==> config.mk <==
export PLATFORM = sky130hd
export DESIGN_NAME = display_source_scheduler
export DESIGN_NICKNAME = d
export VERILOG_FILES = /design/src/rtl/display_source_scheduler.sv
export SDC_FILE = /design/constraint.sdc
export NUM_CORES = 1
export LEC_CHECK = 0
export ABC_AREA = 1
export ABC_CLOCK_PERIOD_IN_PS = 2300
export CORE_MARGIN = 2
export CORE_UTILIZATION = 45
export CTS_BUF_LIST = sky130_fd_sc_hd__clkbuf_16
export CTS_CLUSTER_DIAMETER = 80
export DETAILED_ROUTE_END_ITERATION = 8
export PLACE_DENSITY = 0.8
export SLEW_MARGIN = 5
export SYNTH_ARGS = -nofsm -noshare
export SYNTH_HDL_FRONTEND = slang
export SYNTH_SLANG_ARGS = --single-unit
==> constraint.sdc <==
create_clock -name i_clk -period 2.3 [get_ports i_clk]
set_input_delay 0.46 -clock i_clk [delete_from_list [all_inputs] [get_ports i_clk]]
set_output_delay 0.46 -clock i_clk [all_outputs]
set_load 0.005 [all_outputs]
==> src/rtl/display_source_scheduler.sv <==
// Time-shares one binary-to-BCD converter and a 4-digit display among NUM_SRC value sources.
// Optional feature macro: DISPLAY_SCHED_ALERT_EN (alert preemption); when undefined i_alert is unused.
module display_source_scheduler #(
    parameter int unsigned NUM_SRC      = 4,
    parameter int unsigned DWELL_CYCLES = 200_000_000,
    parameter int unsigned BCD_TIMEOUT  = 64
) (
    input  logic                       i_clk,
    input  logic                       i_resetn,
    input  logic [16*NUM_SRC-1:0]      i_value,
    input  logic [NUM_SRC-1:0]         i_enable,
    input  logic [NUM_SRC-1:0]         i_alert,
    output logic                       o_bcd_start,
    output logic [15:0]                o_bcd_value,
    input  logic                       i_bcd_dv,
    input  logic [15:0]                i_bcd,
    output logic [15:0]                o_bcd,
    output logic [$clog2(NUM_SRC)-1:0] o_src,
    output logic                       o_busy,
    output logic                       o_err
);

    localparam int unsigned SRC_W   = $clog2(NUM_SRC);
    localparam int unsigned DWELL_W = $clog2(DWELL_CYCLES);
    localparam int unsigned TMO_W   = $clog2(BCD_TIMEOUT + 1);
    localparam logic [15:0] BLANK   = 16'hFFFF;

    typedef enum logic {S_IDLE, S_WAIT} state_t;

    state_t             state, state_d;
    logic [SRC_W-1:0]   ptr, ptr_d;
    logic [DWELL_W-1:0] dwell_cnt, dwell_d;
    logic [TMO_W-1:0]   tmo_cnt, tmo_d;
    logic               rec_valid, rec_valid_d;
    logic [SRC_W-1:0]   rec_src, rec_src_d;
    logic [15:0]        rec_value, rec_value_d;
    logic               bcd_start_d, busy_d, err_d;
    logic [15:0]        bcd_value_d, bcd_d;
    logic [SRC_W-1:0]   src_d;

    logic               alert_any;
    logic [SRC_W-1:0]   alert_idx;
    logic               tgt_valid;
    logic [SRC_W-1:0]   tgt_idx;
    logic [15:0]        tgt_value;
    logic [SRC_W-1:0]   ptr_next_en;
    logic [SRC_W-1:0]   scan_idx;
    logic               scan_found;
    logic [15:0]        value_arr [NUM_SRC];

    for (genvar g = 0; g < int'(NUM_SRC); g++) begin : g_value
        assign value_arr[g] = i_value[16*g +: 16];
    end

`ifdef DISPLAY_SCHED_ALERT_EN
    // Lowest asserted alert index wins.
    always_comb begin
        alert_any = 1'b0;
        alert_idx = '0;
        for (int k = int'(NUM_SRC) - 1; k >= 0; k--) begin
            if (i_alert[SRC_W'(k)]) begin
                alert_any = 1'b1;
                alert_idx = SRC_W'(k);
            end
        end
    end
`else
    logic unused_alert;
    assign unused_alert = ^i_alert;
    assign alert_any    = 1'b0;
    assign alert_idx    = '0;
`endif

    // Target: alert first, else the rotation pointer if it is enabled.
    always_comb begin
        tgt_valid = 1'b0;
        tgt_idx   = ptr;
        if (alert_any) begin
            tgt_valid = 1'b1;
            tgt_idx   = alert_idx;
        end else if (i_enable[ptr]) begin
            tgt_valid = 1'b1;
        end
        tgt_value = value_arr[tgt_idx];
    end

    // Next enabled index after the pointer, wrapping; the pointer itself is the last candidate.
    always_comb begin
        ptr_next_en = ptr;
        scan_found  = 1'b0;
        scan_idx    = '0;
        for (int unsigned i = 1; i <= NUM_SRC; i++) begin
            scan_idx = SRC_W'((32'(ptr) + i) % NUM_SRC);
            if (!scan_found && i_enable[scan_idx]) begin
                scan_found  = 1'b1;
                ptr_next_en = scan_idx;
            end
        end
    end

    always_comb begin
        state_d     = state;
        ptr_d       = ptr;
        dwell_d     = dwell_cnt;
        tmo_d       = tmo_cnt;
        rec_valid_d = rec_valid;
        rec_src_d   = rec_src;
        rec_value_d = rec_value;
        bcd_start_d = 1'b0;
        bcd_value_d = o_bcd_value;
        bcd_d       = o_bcd;
        src_d       = o_src;
        busy_d      = o_busy;
        err_d       = o_err;

        // Rotation: frozen under alert, idle with nothing enabled, skips a disabled pointer at once.
        if (alert_any) begin
            dwell_d = '0;
        end else if (|i_enable) begin
            if (!i_enable[ptr] || dwell_cnt == DWELL_W'(DWELL_CYCLES - 1)) begin
                ptr_d   = ptr_next_en;
                dwell_d = '0;
            end else begin
                dwell_d = dwell_cnt + DWELL_W'(1);
            end
        end

        case (state)
            S_IDLE: begin
                if (tgt_valid) begin
                    if (!rec_valid || tgt_idx != rec_src || tgt_value != rec_value) begin
                        bcd_value_d = tgt_value;
                        bcd_start_d = 1'b1;
                        rec_valid_d = 1'b1;
                        rec_src_d   = tgt_idx;
                        rec_value_d = tgt_value;
                        busy_d      = 1'b1;
                        tmo_d       = '0;
                        state_d     = S_WAIT;
                    end
                end else begin
                    bcd_d       = BLANK;
                    rec_valid_d = 1'b0;
                end
            end
            S_WAIT: begin
                // dv takes precedence over a timeout expiring on the same cycle.
                if (i_bcd_dv) begin
                    bcd_d   = (rec_value > 16'd9999) ? BLANK : i_bcd;
                    src_d   = rec_src;
                    busy_d  = 1'b0;
                    state_d = S_IDLE;
                end else if (tmo_cnt == TMO_W'(BCD_TIMEOUT - 1)) begin
                    err_d       = 1'b1;
                    bcd_d       = BLANK;
                    rec_valid_d = 1'b0;
                    busy_d      = 1'b0;
                    state_d     = S_IDLE;
                end else begin
                    tmo_d = tmo_cnt + TMO_W'(1);
                end
            end
            default: state_d = S_IDLE;
        endcase
    end

    always_ff @(posedge i_clk) begin
        if (!i_resetn) begin
            state       <= S_IDLE;
            ptr         <= '0;
            dwell_cnt   <= '0;
            tmo_cnt     <= '0;
            rec_valid   <= 1'b0;
            rec_src     <= '0;
            rec_value   <= '0;
            o_bcd_start <= 1'b0;
            o_bcd_value <= '0;
            o_bcd       <= BLANK;
            o_src       <= '0;
            o_busy      <= 1'b0;
            o_err       <= 1'b0;
        end else begin
            state       <= state_d;
            ptr         <= ptr_d;
            dwell_cnt   <= dwell_d;
            tmo_cnt     <= tmo_d;
            rec_valid   <= rec_valid_d;
            rec_src     <= rec_src_d;
            rec_value   <= rec_value_d;
            o_bcd_start <= bcd_start_d;
            o_bcd_value <= bcd_value_d;
            o_bcd       <= bcd_d;
            o_src       <= src_d;
            o_busy      <= busy_d;
            o_err       <= err_d;
        end
    end

endmodule
==> results.md, run 1 <==
- Pre-CTS setup slack: -0.138 ns
- Clock tree buffer depth: 2
- CTS Buf Count: 9
- Finished Core Util: 66.5%
- First-pass GRT wire length: 19700 um
- Synth-to-layout area growth: 42.2%
- Diode count: 0
- DRC viols: 0
- DRT met1 WL: 5160 um
- # setup viols final: 0
- Largest net degree at the start of global routing: 43
- R2R depth: 16
- Final hold violations: 0
- Post-synthesis cell type count: 40
- Vias: 4738
- Power after layout: 6.42 mW
- Reg2reg end: o_bcd[2]
- Synthesized Nets: 773
- Hold WC Path Type: register to register
- DRT Pass-1 Iters: 5
- Max Cap Viol: 0
- Max_slew headroom: 70.3%
- Final worst-path cycle share: 92.9%
- Worst setup SP type: input port
- Initial antenna violation count: 0
- Fraction of registers with async set/reset: 0%
- Power Density: 1040 nW/um^2
- DR WL met3: 485 um
- Final layout net count: 909
- H-tree levels: 3
- Register area share after synthesis: 36.0%
- Critical Path Fanout Max: 17
- ANT nets after route: 0
- Hold-fix buffers, CTS: 0
- Max Clock Freq: 468 MHz
- TritonCTS clock tree: built
- Maximum vdd drop: 0.522 mV
- Met2 WL post-DR: 6410 um
- R2R Setup Slk: 0.17 ns
- Yosys top cell area share: 36.0%
- Most frequent cells in the layout: 237 x nand2_1, 123 x clkdlybuf4s50_1, 77 x dfxtp_1
- Crit path kind: input port to register
- Die area: 10400 sq um
- Synth Instances: 680
- Worst-skew pair later-pin latency: 0.33 ns
- Synth Register Bits: 78
- Post-synth EDFFs: 0
- Leakage: 2.57 nW
- Setup Skew: 0.00515 ns
- Cells taking the most area after synthesis: dfxtp_1 36%, nand2_1 21%, inv_1 5.9%
- Initial Util: 46.7%
- Number of global-route vias before repair: 4501
- Post-synth top area cell: dfxtp_1
- Max-slew violations: 0
- Post-layout min period: 2.14 ns
- RD Place Congestion: 0.895
- Worst flop-to-flop path startpoint: tmo_cnt[0]
- Mean Syn Cell Area: 6.38 sq um
- Outcome: completed
- FILL cells: 811
- I/O pin count: 128
- Port Buffer Count: 123
- Drt wl/cell: 12.9 um
- DR vias/cell: 4.99
- Commonest non-fill, non-tap cell in the layout: nand2_1
- Share of layout cells above drive strength 1: 8.65%
- Worst Hold End: o_err
- Synthesized cell area: 4340 sq um
- GRT Total Usage: 23.5%
- Synth warn: 0
- Worst endpoint data arrival time: 2.36 ns
- Top_reg_cell synth: dfxtp_1
- Crit. End Element: register
- Grt ovf: 0
- Core area: 9280 sq um
- Half-perimeter wire length after placement: 9150 um
- Final WS setup: 0.164 ns
- Hold depth: 2
- DRT iter0 DRCs: 215
- Total wire length: 12200 um
- Critical Path RT: 2.53 ns
- Hold Startpoint: o_err
- Row count: 35
- Worst-path clk slew: 0.06 ns
- Least-Margin Pin Slew: 0.442 ns
- CTS root buffer: clkbuf_16
- Die height: 102 um
- Die width: 102 um
- Clock tree sinks: 78
- Max layer used: met4
state kept, by name, summed over array words and instances (netlist names):
register / cells
dwell_cnt: 28
o_bcd: 16
o_bcd_start: 1
o_busy: 1
o_err: 1
o_src: 2
ptr: 2
rec_src: 2
rec_valid: 1
rec_value: 16
state: 1
tmo_cnt: 7
critical path, cell delays in order:
cell,delay [ns]
clkdlybuf4s50_1,0.45
buf_4,0.16
o21ai_1,0.18
nand2_1,0.07
o21ai_1,0.18
inv_1,0.11
nand2_1,0.13
inv_1,0.08
o21ai_2,0.19
buf_12,0.17
and3b_1,0.18
what timing repair did:
action,CTS,global route
gates resized for setup,0,14
setup endpoints to repair,0,48
buffers inserted,0,1
Yosys cell counts (all sizes together) (2+ instances only):
library cell    n
a211oi          3
a21oi          41
and3b           2
buf            19
clkbuf          6
dfxtp          78
ha              2
inv            71
nand2         241
nand3          38
nand4           9
nor2           65
nor3           22
nor3b           2
nor4            2
o21ai          40
o22ai          17
or2             3
xor2           10
metrics by stage:
stage	instances	TNS, ns	cell area [sq um]	hold slack, ns
2_1_floorplan	680	0	4340	0.445
3_3_place_gp	932	-0.573	5820	0.442
3_5_place_dp	932	-1.63	5820	0.447
4_1_cts	948	0	6120	0.451
5_1_grt	950	-0.00143	6170	0.476
6_report	950	0	6170	0.452
area by class of cell:
type                       count  area, sq um  area share (%)
multi-input combinational    505         2370            38.5
sequential                    78         1570            25.4
timing repair buffer         149         1490            24.2
inverter                      72          273            4.42
clock buffer                   9          225            3.65
tap                          129          161            2.62
clock inverter                 7         72.6            1.18
timing repair inverter         1         7.51           0.122
worst max-delay path by stage:
stage / startpoint / end / slack, ns / depth (start not counted)
floorplan: tmo_cnt[0] / o_bcd[0] / 0.46 / 16
global placement: i_enable[3] / dwell_cnt[22] / -0.06 / 12
detailed placement: i_enable[3] / dwell_cnt[22] / -0.14 / 12
CTS: ptr[0] / tmo_cnt[4] / 0.02 / 14
global route: ptr[0] / rec_value[3] / -0.001 / 16
finish: i_enable[0] / dwell_cnt[18] / 0.16 / 11
logic make-up (layout without fill, tap and decap cells):
group,Yosys count,count (layout),share of synthesized area [%]
compound gates,107,107,14.3
buf+inv,97,238,9.95
fa+ha+maj,2,2,0.577
mux,1,1,0.231
flops,78,78,36.0
xor+xnor,11,11,2.22
simple gates,384,384,36.7
routing by layer:
metal | vias up | GRT usage, %
met5 | - | 0
met4 | 0 | 5.23
met3 | 20 | 5.47
met2 | 113 | 45.0
met1 | 2144 | 26.2
li1 | 2461 | -
report_power, final:
group          switching, mW  internal (mW)
logic                   1.81           1.34
clock network          0.571          0.844
registers              0.238           1.62
total                   2.62           3.80
No activity file was read; power rests on OpenSTA's default activity.
==> run 2, diff against run 1 <==
Settings changed: CORE_UTILIZATION 45 to 48, PLACE_DENSITY 0.8 to 0.84.
==> run 2 against run 1 <==
  * Final area decreased by 0.71%
  * Flip-flop and latch count is the same
  * Final cell count fell by 2.0%
  * Critical path depth is 5 higher
  * Wire length rose by 1.6%
  * Worst setup slack better by 0.021 ns
  * Sequential power hardly changed
  * Worst hold slack worse by 0.0042 ns
  * Die area down 6.0%
  * Via count rose by 2.4%
  * Largest cell class unchanged
==> results.md, run 2 (synthesis results as in run 1) <==
- Vias: 4853 (+2.4%)
- Largest register by flop count: dwell_cnt
- First-pass GRT wire length: 20300 um (+3.3%)
- Half-perimeter wire length after placement: 9250 um (+1.1%)
- Max Clock Freq: 473 MHz (+1.0%)
- Synth-to-layout area growth: 41.2%
- GRT Total Usage: 25.0% (+1.5 points)
- Final worst-path cycle share: 91.9% (-0.93 points)
- Critical Path RT: 2.57 ns (+0.04 ns)
- Placed cell count: 914 (-1.9%)
- Total wire length: 12400 um (+1.6%)
- CTS Buf Count: 9 (unchanged)
- Final layout net count: 911 (+0.22%)
- Final hold violations: 0 (unchanged)
- Die height: 99.1 um (-3.0%)
- Critical Path Fanout Max: 33 (+16)
- Hold-fix buffers, CTS: 0 (unchanged)
- Drt wl/cell: 13.3 um (+3.6%)
- I/O pin count: 128 (unchanged)
- R2R depth: 16 (unchanged)
- Leakage: 2.58 nW (+0.26%)
- Power after layout: 6.33 mW (-1.4%)
- Clock tree buffer depth: 2 (unchanged)
- Max Cap Viol: 0 (unchanged)
- Worst endpoint data arrival time: 2.39 ns (+0.03 ns)
- Core area: 8760 sq um (-5.6%)
- Worst-path clk slew: 0.06 ns (about the same)
- Max-slew violations: 0 (unchanged)
- Unrepaired setup endpoints after global routing: true
- Die area: 9820 sq um (-6.0%)
- FILL cells: 699 (-14%)
- Hold depth: 2 (unchanged)
- Initial antenna violation count: 0 (unchanged)
- Outcome: completed
- ANT nets after route: 0 (unchanged)
- RD Place Congestion: 0.914 (+2.1%)
- Least-Margin Pin Slew: 0.463 ns (+0.0206 ns)
- CTS root buffer: clkbuf_16
- Fin cells: 931 (-2.0%)
- Initial Util: 49.5% (+2.8 points)
- Port Buffer Count: 123 (unchanged)
- Hold WC Path Type: register to register
- Maximum vdd drop: 0.525 mV (+0.51%)
- Largest net degree at the start of global routing: 34 (-21%)
- Setup Skew: 0.00615 ns (+0.000993 ns)
- Crit. End Element: register
- DRT iter0 DRCs: 222 (+3.3%)
- Clock tree sinks: 78 (unchanged)
- Grt ovf: 0 (unchanged)
- Diode count: 0 (unchanged)
- Finished Core Util: 69.9% (+3.4 points)
- # setup viols final: 0 (unchanged)
- Number of flip-flops in the largest register: 28 (unchanged)
- Post-layout min period: 2.11 ns (-0.0213 ns)
- Most frequent cells in the layout: 237 x nand2_1, 123 x clkdlybuf4s50_1, 77 x dfxtp_1
- Worst-skew pair later-pin latency: 0.33 ns (about the same)
- Pre-CTS setup slack: -0.143 ns (-0.00479 ns)
- Worst setup SP type: register
- Final WS setup: 0.186 ns (+0.0213 ns)
- Power Density: 1030 nW/um^2 (-0.71%)
- TritonCTS clock tree: built
- Biggest regs: dwell_cnt (28), o_bcd (16), rec_value (16)
- DRC viols: 0 (unchanged)
- Number of global-route vias before repair: 4760 (+5.8%)
- Max_slew headroom: 68.9% (-1.4 points)
- H-tree levels: 3 (unchanged)
- Row count: 34 (-2.9%)
- Die width: 99.1 um (-3.0%)
- DRT Pass-1 Iters: 5 (unchanged)
- Commonest non-fill, non-tap cell in the layout: nand2_1
- TNS Setup: 0 ns (unchanged)
- DR vias/cell: 5.21 (+4.5%)
- Share of layout cells above drive strength 1: 8.63% (-0.021 points)
- Crit path kind: register to register
==> run 2: changes by cell type in the layout (fill, tap and decap cells not counted), sizes merged <==
cell	change
buf	+3
bufinv	-1
clkinv	+1
inv	-1
==> run 2: metal layers <==
metal  vias up  track usage, %  part of all wire, %
met1      2228            27.3                   41
met2       135            47.1                   52
li1       2458               -                    -
met5         -               0                    0
met4         0            9.48                  2.5
met3        32            4.89                  4.6
==> run 2: final cells by class <==
type | instances | area, sq um | share of cell area (%)
clock buffer | 9 | 225 | 3.68
clock inverter | 7 | 42.5 | 0.694
timing repair buffer | 152 | 1520 | 24.8
multi-input combinational | 505 | 2370 | 38.7
inverter | 72 | 270 | 4.41
sequential | 78 | 1560 | 25.5
tap | 108 | 135 | 2.21
==> run 2: report_power, final <==
part           leakage [nW]  switching [mW]  internal, mW  total, mW
Sequential            0.637           0.219          1.61       1.83
Clock                 0.132           0.556         0.722       1.28
Combinational          1.81            1.85          1.37       3.22
Total                  2.58            2.62          3.71       6.33
==> run 2: final timing paths <==
path,start,to,slack (ns)
max,ptr[0],rec_value[8],0.19
min,o_busy,o_busy,0.45
max reg2reg,ptr[0],rec_value[8],0.19
min reg2reg,o_busy,o_busy,0.45
==> run 2: what timing repair did <==
item / 4_1_cts / 5_1_grt
resized for setup: 0 / 9
buffers inserted: 0 / 1
hold endpoints to repair: 0 / 0
setup endpoints to repair: 0 / 48
==> run 2: worst max-delay path, cell delays in order, from the launching register on <==
cell	delay, ns
dfxtp_2	0.37
inv_2	0.06
buf_12	0.16
nand2_1	0.07
nand2_1	0.05
nand2_1	0.07
nand2_1	0.08
nand2_1	0.06
o21ai_1	0.06
nor2_1	0.14
nand3_1	0.12
nor2_2	0.16
nand2_1	0.11
nand2_4	0.16
buf_12	0.18
o21ai_1	0.09
a21oi_2	0.10
==> run 2: per-stage QoR <==
stage	hold slack, ns	area [sq um]
after floorplan	0.445	4340
after global placement	0.439	5800
after detailed placement	0.444	5800
after CTS	0.454	6070
after global routing	0.480	6130
final	0.448	6130
==> edit: new RTL, settings of run 2 <==
Register the inputs `i_value`, `i_enable`, `i_bcd_dv` and `i_bcd` before use, with the module's reset. The logic sees them one clock later. The other inputs are not delayed to match.
--- a/src/rtl/display_source_scheduler.sv
+++ b/src/rtl/display_source_scheduler.sv
@@ -27,6 +27,25 @@
 
     typedef enum logic {S_IDLE, S_WAIT} state_t;
 
+    logic [16*NUM_SRC-1:0] i_value_q;
+    logic [NUM_SRC-1:0] i_enable_q;
+    logic i_bcd_dv_q;
+    logic [15:0] i_bcd_q;
+
+    always_ff @(posedge i_clk) begin
+        if (!i_resetn) begin
+            i_value_q  <= '0;
+            i_enable_q <= '0;
+            i_bcd_dv_q <= '0;
+            i_bcd_q    <= '0;
+        end else begin
+            i_value_q  <= i_value;
+            i_enable_q <= i_enable;
+            i_bcd_dv_q <= i_bcd_dv;
+            i_bcd_q    <= i_bcd;
+        end
+    end
+
     state_t             state, state_d;
     logic [SRC_W-1:0]   ptr, ptr_d;
     logic [DWELL_W-1:0] dwell_cnt, dwell_d;
@@ -49,7 +68,7 @@
     logic [15:0]        value_arr [NUM_SRC];
 
     for (genvar g = 0; g < int'(NUM_SRC); g++) begin : g_value
-        assign value_arr[g] = i_value[16*g +: 16];
+        assign value_arr[g] = i_value_q[16*g +: 16];
     end
 
 `ifdef DISPLAY_SCHED_ALERT_EN
@@ -78,7 +97,7 @@
         if (alert_any) begin
             tgt_valid = 1'b1;
             tgt_idx   = alert_idx;
-        end else if (i_enable[ptr]) begin
+        end else if (i_enable_q[ptr]) begin
             tgt_valid = 1'b1;
         end
         tgt_value = value_arr[tgt_idx];
@@ -91,7 +110,7 @@
         scan_idx    = '0;
         for (int unsigned i = 1; i <= NUM_SRC; i++) begin
             scan_idx = SRC_W'((32'(ptr) + i) % NUM_SRC);
-            if (!scan_found && i_enable[scan_idx]) begin
+            if (!scan_found && i_enable_q[scan_idx]) begin
                 scan_found  = 1'b1;
                 ptr_next_en = scan_idx;
             end
@@ -116,8 +135,8 @@
         // Rotation: frozen under alert, idle with nothing enabled, skips a disabled pointer at once.
         if (alert_any) begin
             dwell_d = '0;
-        end else if (|i_enable) begin
-            if (!i_enable[ptr] || dwell_cnt == DWELL_W'(DWELL_CYCLES - 1)) begin
+        end else if (|i_enable_q) begin
+            if (!i_enable_q[ptr] || dwell_cnt == DWELL_W'(DWELL_CYCLES - 1)) begin
                 ptr_d   = ptr_next_en;
                 dwell_d = '0;
             end else begin
@@ -145,8 +164,8 @@
             end
             S_WAIT: begin
                 // dv takes precedence over a timeout expiring on the same cycle.
-                if (i_bcd_dv) begin
-                    bcd_d   = (rec_value > 16'd9999) ? BLANK : i_bcd;
+                if (i_bcd_dv_q) begin
+                    bcd_d   = (rec_value > 16'd9999) ? BLANK : i_bcd_q;
                     src_d   = rec_src;
                     busy_d  = 1'b0;
                     state_d = S_IDLE;
Formal check against the unedited RTL: not equivalent (a bounded check fails within 4 cycles, from zero or initial values and one cycle with i_resetn low).
==> edit against run 2 <==
Area after synthesis is 54% higher. Clock skew is 0.0012 ns higher. Sequential power is 90% higher. Combinational power is 2% lower. Sequential cell count is 85 higher. Wire length is 25% higher. Total power is 48% higher. Cell area is 43% higher. Setup slack worse by 0.0044 ns. Critical path type unchanged.
==> edit: results (changes against run 2) <==
- The run finished with clean final reports.
- The detailed-route vias per instance came to 4.78 (-8.2%).
- The post-synthesis share of cell area spent on full adders, half adders and majority gates is 0.376% (-0.20 points).
- The XOR/XNOR share of the synthesized area is 1.05% (-1.2 points).
- The share of the synthesized area in compound gates (AO/OA/AOI/OAI) is 8.98% (-5.3 points).
- The met2 wire length is 7.55 mm (+16%).
- The share of cell area taken by muxes after synthesis is 0% (-0.23 points).
- The worst hold path stage count came to 3 (+1).
- The insertion delay of the later-clocked pin in the worst-skew pair is 0.42 ns (+0.09 ns).
- The final-stage net count is 1167 (+28%).
- The net load switching power was 3370 uW (+28%).
- The count of fill cells added during filler insertion is 1093 (+56%).
- The worst hold path belongs to the class input pin to register.
- The standby leakage power is 0.00420 uW (+63%).
- By count the netlist is led by 338 x nand2_1, 163 x dfxtp_1, 151 x inv_1.
- The worst clock skew is 0.00733 ns (+0.00118 ns).
- The H-tree depth is 4 (+1).
- The maximum vdd drop came to 0.565 mV (+7.8%).
- The overall routed net length is 15.6 mm (+25%).
- The number of buffers created by CTS is 17 (+8).
- The worst reg-to-reg path cell count is 15 (-1).
- The total half-perimeter wirelength after legalization and detailed placement was 10.7 mm (+15%).
- The pin count of the biggest net entering global routing was 64 (+88%).
- The maximum fanout along the worst path was 21 (-36%).
- The pin slew with the least headroom to its limit came to 0.557 ns (+0.0943 ns).
- For hold timing, the worst endpoint is i_enable_q[1].
- The aggregate global-route resource usage is 21.4% (-3.6 points).
- The layout cell share with drive strength beyond 1 came to 6.90% (-1.7 points).
- The distinct cell type count after synthesis came to 37 (-7.5%).
- The worst register-to-register path ends at rec_value[7].
- The total nets after synthesis came to 1041 (+35%).
- The detailed router's first-iteration violation count came to 369 (+66%).
- The hold slack is 0.364 ns (-0.0843 ns).
- The routed length on met1 is 6.59 mm (+30%).
- The data arrival time of the critical path is 2.46 ns (+0.07 ns).
[edit: critical path, stage by stage (launching register included)]
cell and delay (ns):
dfxtp_2 0.36, buf_4 0.25, nand2_1 0.07, nand2_1 0.09, nand2_1 0.06, nand2_1 0.09
nand2_1 0.07, o21ai_1 0.08, inv_1 0.05, nand3_1 0.12, nor2_2 0.06, nand2_2 0.10
nand2_4 0.09, buf_4 0.17, clkbuf_16 0.16, a21oi_1 0.19
[edit: how the worst max path moves through the flow]
stage	start	slack [ns]	end	depth (start not counted)
final	ptr[0]	0.18	rec_value[7]	15
after global routing	ptr[0]	-0.02	rec_value[7]	16
after CTS	ptr[0]	0.08	rec_value[7]	15
after detailed placement	ptr[0]	0.16	rec_value[10]	15
after global placement	ptr[0]	0.23	rec_value[2]	15
after floorplan	tmo_cnt[0]	0.38	o_bcd[10]	15
[edit: timing repair]
| item | 4_1_cts | 5_1_grt |
|---|---|---|
| buffers inserted | 0 | 2 |
| hold endpoints to repair | 0 | 0 |
| endpoints found under the setup margin | 0 | 31 |
| gates resized for setup | 0 | 13 |
[edit: final cells by class]
cell class / count / area share (%)
inverter: 155 / 6.66
tap: 180 / 2.58
multi-input combinational: 597 / 30.3
timing repair buffer: 140 / 16.4
sequential: 163 / 37.4
clock inverter: 15 / 1.80
clock buffer: 17 / 4.87
[edit: cells by family (layout without fill, tap and decap cells)]
family                   Yosys count  in the layout
AND/OR/NAND/NOR                  476            476
buffers and inverters            188            327
flip-flops                       163            163
AO/OA/AOI/OAI                    111            111
XOR/XNOR                           8              8
adder cells (fa/ha/maj)            2              2
[edit: per-layer routing]
metal	vias to the layer above	GRT usage (%)
met3	38	7.02
met5	-	0
met1	2675	24.6
met2	184	36.8
met4	0	8.41
li1	3163	-
[edit: through the flow]
step / instances / setup WS, ns / area, um^2
2_1_floorplan: 948 / 0.385 / 6660
6_report: 1267 / 0.181 / 8740
4_1_cts: 1264 / 0.0832 / 8660
3_3_place_gp: 1232 / 0.232 / 8080
5_1_grt: 1267 / -0.0220 / 8740
3_5_place_dp: 1232 / 0.158 / 8080
[edit: power by group through the flow]
stage / sequential, uW / combinational [uW] / clock, uW
finish: 3480 / 3140 / 2750
global route: 3510 / 3500 / 2910
global placement: 3510 / 2850 / 0
floorplan: 3450 / 1850 / 0
CTS: 3460 / 2970 / 2780
detailed placement: 3520 / 2930 / 0
